[src/rtl/demux_1ton_stream_if.sv]
// Bundle for the 1-to-N stream demultiplexer: one producer stream in, N consumer streams out,
// plus drop reporting and a per-slot state view.
interface demux_1ton_stream_if #(
    parameter int N_OUT  = 8,
    parameter int DATA_W = 8,
    parameter int SEL_W  = 3
);
    // Handshake: a beat moves on a rising edge exactly when valid and ready are both 1 in the
    // cycle before it; ready never looks at valid, and a held beat is never withdrawn.
    logic                    in_valid;
    logic                    in_ready;
    logic [DATA_W-1:0]       data;
    logic [SEL_W-1:0]        sel;
    logic                    bcast;
    logic [N_OUT*DATA_W-1:0] y_data;
    logic [N_OUT-1:0]        y_valid;
    logic [N_OUT-1:0]        y_ready;
    logic                    err_sel;
    logic [7:0]              drop_cnt;
    logic [N_OUT-1:0]        slot_state;

    modport master (
        output in_valid, data, sel, bcast, y_ready,
        input  in_ready, y_data, y_valid, err_sel, drop_cnt, slot_state
    );

    modport slave (
        input  in_valid, data, sel, bcast, y_ready,
        output in_ready, y_data, y_valid, err_sel, drop_cnt, slot_state
    );
endinterface

[src/rtl/demux_1ton_stream.sv]
// Registered 1-to-N stream demultiplexer: one holding slot per channel, backpressure,
// broadcast to every channel, and counting of beats addressed to a channel that does not exist.
module demux_1ton_stream #(
    parameter int N_OUT  = 8,
    parameter int DATA_W = 8,
    parameter int SEL_W  = 3
) (
    input  logic                 clk,
    input  logic                 rst_n,
    demux_1ton_stream_if.slave   bus
);
    typedef enum logic {
        EMPTY = 1'b0,
        FULL  = 1'b1
    } slot_t;

    slot_t                   slot_q [N_OUT];
    logic [N_OUT*DATA_W-1:0] y_data_q;
    logic                    err_q;
    logic [7:0]              drop_q;

    logic [N_OUT-1:0] full;
    logic [N_OUT-1:0] free;
    logic [N_OUT-1:0] sel_hot;
    logic [N_OUT-1:0] load;
    logic             sel_ok;
    logic             ready;
    logic             accept;
    logic             drop;

    always_comb begin
        for (int i = 0; i < N_OUT; i++) begin
            full[i]    = (slot_q[i] == FULL);
            sel_hot[i] = (bus.sel == SEL_W'(i));
        end
    end

    // A slot can take a beat when it is empty or is being drained on this same edge.
    assign free   = ~full | bus.y_ready;
    assign sel_ok = |sel_hot;

    // An out-of-range select is always accepted so the producer never deadlocks on it.
    always_comb begin
        ready = 1'b1;
        if (bus.bcast)
            ready = &free;
        else if (sel_ok)
            ready = |(sel_hot & free);
    end

    assign accept = bus.in_valid & ready;
    assign drop   = accept & ~bus.bcast & ~sel_ok;

    always_comb begin
        load = '0;
        if (accept)
            load = bus.bcast ? {N_OUT{1'b1}} : sel_hot;
    end

    always_ff @(posedge clk or negedge rst_n) begin
        if (!rst_n) begin
            for (int i = 0; i < N_OUT; i++)
                slot_q[i] <= EMPTY;
            y_data_q <= '0;
            err_q    <= 1'b0;
            drop_q   <= 8'd0;
        end else begin
            for (int i = 0; i < N_OUT; i++) begin
                // Load wins over drain so a simultaneous drain+load leaves the slot full.
                if (load[i]) begin
                    slot_q[i]                      <= FULL;
                    y_data_q[i*DATA_W +: DATA_W]   <= bus.data;
                end else if (full[i] && bus.y_ready[i]) begin
                    slot_q[i] <= EMPTY;
                end
            end
            err_q <= drop;
            if (drop && drop_q != 8'hFF)
                drop_q <= drop_q + 8'd1;
        end
    end

    assign bus.in_ready   = ready;
    assign bus.y_valid    = full;
    assign bus.y_data     = y_data_q;
    assign bus.err_sel    = err_q;
    assign bus.drop_cnt   = drop_q;
    assign bus.slot_state = full;
endmodule

[src/flat_wrapper.sv]
// flat-port wrapper written by rule: the top's interface ports become plain ports
module demux_1ton_stream_flat 
#(
    parameter int N_OUT  = 8,
    parameter int DATA_W = 8,
    parameter int SEL_W  = 3
)
  (clk, rst_n, bus_in_valid, bus_data, bus_sel, bus_bcast, bus_y_ready, bus_in_ready, bus_y_data, bus_y_valid, bus_err_sel, bus_drop_cnt, bus_slot_state);
  demux_1ton_stream_if #(.N_OUT(N_OUT), .DATA_W(DATA_W), .SEL_W(SEL_W)) bus_i ();
  input  logic clk;
  input  logic rst_n;
  input wire logic [$bits(bus_i.in_valid)-1:0] bus_in_valid;
  input wire logic [$bits(bus_i.data)-1:0] bus_data;
  input wire logic [$bits(bus_i.sel)-1:0] bus_sel;
  input wire logic [$bits(bus_i.bcast)-1:0] bus_bcast;
  input wire logic [$bits(bus_i.y_ready)-1:0] bus_y_ready;
  output wire logic [$bits(bus_i.in_ready)-1:0] bus_in_ready;
  output wire logic [$bits(bus_i.y_data)-1:0] bus_y_data;
  output wire logic [$bits(bus_i.y_valid)-1:0] bus_y_valid;
  output wire logic [$bits(bus_i.err_sel)-1:0] bus_err_sel;
  output wire logic [$bits(bus_i.drop_cnt)-1:0] bus_drop_cnt;
  output wire logic [$bits(bus_i.slot_state)-1:0] bus_slot_state;
  assign bus_i.in_valid = bus_in_valid;
  assign bus_i.data = bus_data;
  assign bus_i.sel = bus_sel;
  assign bus_i.bcast = bus_bcast;
  assign bus_i.y_ready = bus_y_ready;
  assign bus_in_ready = bus_i.in_ready;
  assign bus_y_data = bus_i.y_data;
  assign bus_y_valid = bus_i.y_valid;
  assign bus_err_sel = bus_i.err_sel;
  assign bus_drop_cnt = bus_i.drop_cnt;
  assign bus_slot_state = bus_i.slot_state;
  demux_1ton_stream #(.N_OUT(N_OUT), .DATA_W(DATA_W), .SEL_W(SEL_W)) u_core (.clk(clk), .rst_n(rst_n), .bus(bus_i));
endmodule
[config.mk]
export PLATFORM = sky130hd
export DESIGN_NAME = demux_1ton_stream_flat
export DESIGN_NICKNAME = d
export VERILOG_FILES = /design/src/rtl/demux_1ton_stream_if.sv /design/src/rtl/demux_1ton_stream.sv /design/src/flat_wrapper.sv
export SDC_FILE = /design/constraint.sdc
export NUM_CORES = 1
export LEC_CHECK = 0
export BUFFER_PORTS_ARGS = -buffer_cell sky130_fd_sc_hd__buf_2
export CAP_MARGIN = 40
export CORE_MARGIN = 10
export CORE_UTILIZATION = 54
export CTS_CLUSTER_SIZE = 28
export DETAILED_ROUTE_END_ITERATION = 7
export PLACE_DENSITY_LB_ADDON = 0.1
export SLEW_MARGIN = 10
export SYNTH_ARGS = -nofsm -noshare
export SYNTH_HDL_FRONTEND = slang
export SYNTH_SLANG_ARGS = --single-unit
[constraint.sdc]
create_clock -name clk -period 3.2 [get_ports clk]
set_input_delay 0.32 -clock clk [delete_from_list [all_inputs] [get_ports clk]]
set_output_delay 0.32 -clock clk [all_outputs]
set_load 0.01 [all_outputs]
==> qor.csv <==
stage,metric,value,unit
global_routing,initial antenna violation count,0,
global_routing,vias in the first global route,2362,
synth,mapped cell area,3391,µm²
synth,Synth Area in Adders,0,
sta,RSZ-0062 raised after global routing,no,
global_routing,global route overflow,0,
synth,Syn Area/Cell,14.81,µm²
drt,Routed WL,8071,µm
sta,Min Hold Slack,0.2964,ns
final_layout,filler cell count,469,
clock_network,CTS sink cnt,81,
floorplan,Die H,99.24,µm
synth,register area share after synthesis,0.5978,
critical_path,r2r worst-path depth,5,
sta,final-report hold violation count,0,
critical_path,WS Path Type,register to output pin,
synth,yosys warns,0,
floorplan,# rows,28,
flow_run,max-cap viol count,0,
global_routing,met3 GRT Util,0.06505,
sta,final setup violation count,0,
critical_path,Worst Setup SP,u_core.bus.slot_state[3],
floorplan,Die X,99.24,µm
clock_network,"Clk Latency, worst-skew pair",0.34,ns
drt,DRC Markers,0,
critical_path,Crit. End Element,output pin,
critical_path,Worst setup endpoint,bus_in_ready,
final_layout,utilization after layout,0.6798,
sta,sum of negative setup slack,0,ns
pwr,worst vdd ir,0.4453,mV
critical_path,r2r setup slk,0.84,ns
final_layout,Nets,353,
place,Post-DP HPWL,5863,µm
sta,clk_skew,0.006954,ns
global_routing,Tot GR Track Use,0.1662,
sta,Worst-Margin Slew,0.6781,ns
final_layout,area delta synth->final,20.81,%
sta,FMAX,410.6,MHz
final_layout,diode count,0,
drt,DR vias/cell,5.296,
min_path,worst min-delay path class,primary input to register,
critical_path,launching point of the worst reg2reg path,u_core.bus.slot_state[7],
synth,Post-Syn Instances,229,
clock_network,H-tree Lvls,3,
pwr,LEAKAGE,0.001958,µW
clock_network,Worst-path clk slew,0.07,ns
place,Placed Cells,393,
global_routing,busiest layer in global routing,met2,
synth,Main synth FF type,dfrtp_1,
sta,Tcrit/Tclk final,0.7611,
global_routing,first-pass GRT wire length,12870,µm
pwr,Power Dens Cells,742.4,nW/µm²
synth,largest family of logic cells by synthesized area,multiplexers,
final_layout,Non-Filler Instances,409,
sta,Period minus WS final,2.435,ns
critical_path,worst-path fanout max,9,
drt,initial drt markers,93,
synth,"flops & latches, synth",81,
clock_network,CTS buffer count,9,
synth,Synth Area in Compound Gates,0.09041,
clock_network,CTS tree,yes,
floorplan,IO Pins,113,
synth,Post-synth EDFFs,0,
synth,Synth Area in Simple Gates,0.05129,
drt,Via Count,2166,
global_routing,Global Route met2 Usage,0.2610,
critical_path,startpoint types,register,
global_routing,met1 Usage GRT,0.1949,
floorplan,die area,9849,µm²
synth,xor/xnor share of the synthesized area,0,
drt,Routed WL per cell,19.73,µm
sta,Slew headroom,0.5465,
critical_path,Critical Path AT,2.12,ns
clock_network,CTS max path bufs,2,
global_routing,largest net degree at the start of global routing,45,
synth,"FFs w/ async S/R, synth",1.000,
drt,Routed Antenna Nets,0,
clock_network,clock root cell,clkbuf_8,
synth,syn_nets,252,
drt,First-pass DRT Iterations,4,
critical_path,WP data required,2.88,ns
floorplan,Initial Utilization,0.5627,
place,port bufs,112,
status,status,finished clean,
final_layout,layout cell share with drive strength beyond 1,0.6108,
synth,synth unique cells,34,
sta,Max Transition Viols Final,0,
floorplan,core outline area,6026,µm²
synth,mux cell area share after synthesis,0.2125,
pwr,Pwr Total,3041,µW
place,gpl congestion,0.8264,
critical_path,worst reg2reg path endpoint,u_core.bus.y_data[31],
## layer usage
| metal | share of wire | vias up |
|---|---|---|
| li1 | - | 995 |
| met1 | 0.41 | 1082 |
| met2 | 0.48 | 76 |
| met3 | 0.086 | 13 |
| met4 | 0.021 | 0 |
| met5 | 0 | - |
## how the worst min path moves through the flow
stage	startpoint	to	slack, ns	cells past startpoint
after floorplan	rst_n	u_core.bus.drop_cnt[0]	0.02	0
after CTS	bus_data[0]	u_core.bus.y_data[56]	0.28	2
after global routing	bus_data[0]	u_core.bus.y_data[56]	0.29	2
after detailed placement	rst_n	u_core.bus.drop_cnt[0]	0.33	1
after global placement	u_core.bus.drop_cnt[5]	u_core.bus.drop_cnt[5]	0.36	0
final	bus_data[0]	u_core.bus.y_data[56]	0.30	2
## metrics by stage
step           setup WS [ns]  instance area [µm²]
5_1_grt               0.6044                 4096
2_1_floorplan          1.117                 3391
4_1_cts               0.7472                 4096
3_3_place_gp          0.8319                 3905
6_report              0.7645                 4096
3_5_place_dp          0.7923                 3925
## cell usage in the layout, fill, tap and decap left out, drive strengths merged, types with 2 or more instances in the layout
master    instances
a211oi            7
nand2             7
clkinvlp          2
nand3             2
dfrtp            81
nor3b             3
o21ai             6
nor3              2
nand2b            7
buf             114
clkbuf           10
o31ai             6
mux2             64
nor2b             3
clkinv            3
## synth_stat cells (all sizes together) (2+ instances only)
master  instances  area share
dfrtp          81        0.60
clkbuf         10       0.011
buf            15       0.035
mux2           64        0.21
nor2b           3      0.0077
nor3            2      0.0030
nand3           2      0.0030
nand2b          7       0.014
o31ai           6       0.013
a211oi          7       0.041
nand2           7      0.0078
o21ai           6      0.0089
nor3b           3      0.0066
## cell families (layout without fill, tap and decap cells)
kind of cell           count (synthesis)  after routing
other                                  1              1
muxes                                 64             64
AOI/OAI and AO/OA                     28             28
and+or+nand+nor                       29             29
DFF                                   81             81
buffers and inverters                 26            131
## worst max-delay path: stages, from the launching register on
cell and delay, ns:
dfrtp_1 0.36, nand2b_1 0.10, a32o_1 0.27, nor3b_2 0.17, buf_4 0.26, and2_1 0.31
o32ai_1 0.14, buf_2 0.16
## flip-flops by register name, summed over array words and instances (netlist names)
name / flops
u_core.bus.slot_state: 8
u_core.bus.err_sel: 1
u_core.bus.y_data: 64
u_core.bus.drop_cnt: 8
## area by class of cell
cell class | instances | area (µm²) | share of cell area
Sequential cell | 81 | 2027 | 0.4948
Clock inverter | 5 | 33.78 | 0.008247
Tap cell | 75 | 93.84 | 0.02291
Clock buffer | 10 | 127.6 | 0.03115
Multi-Input combinational cell | 122 | 1210 | 0.2954
Timing Repair Buffer | 115 | 600.6 | 0.1466
Inverter | 1 | 3.754 | 0.0009163
## timing repair
item | CTS | global route
buffers inserted | 0 | 0
gates resized for setup | 0 | 0
hold buffers | 1 | 0
endpoints found under the hold margin | 37 | 0
## power breakdown
part	total [µW]	leakage (µW)	internal (µW)	switching, µW
sequential	1460	0.000988	1310	150
combinational	954	0.000892	464	489
clock	626	0.0000781	276	350
total	3040	0.00196	2050	989
Note: power is estimated with default switching activity, not from simulation.
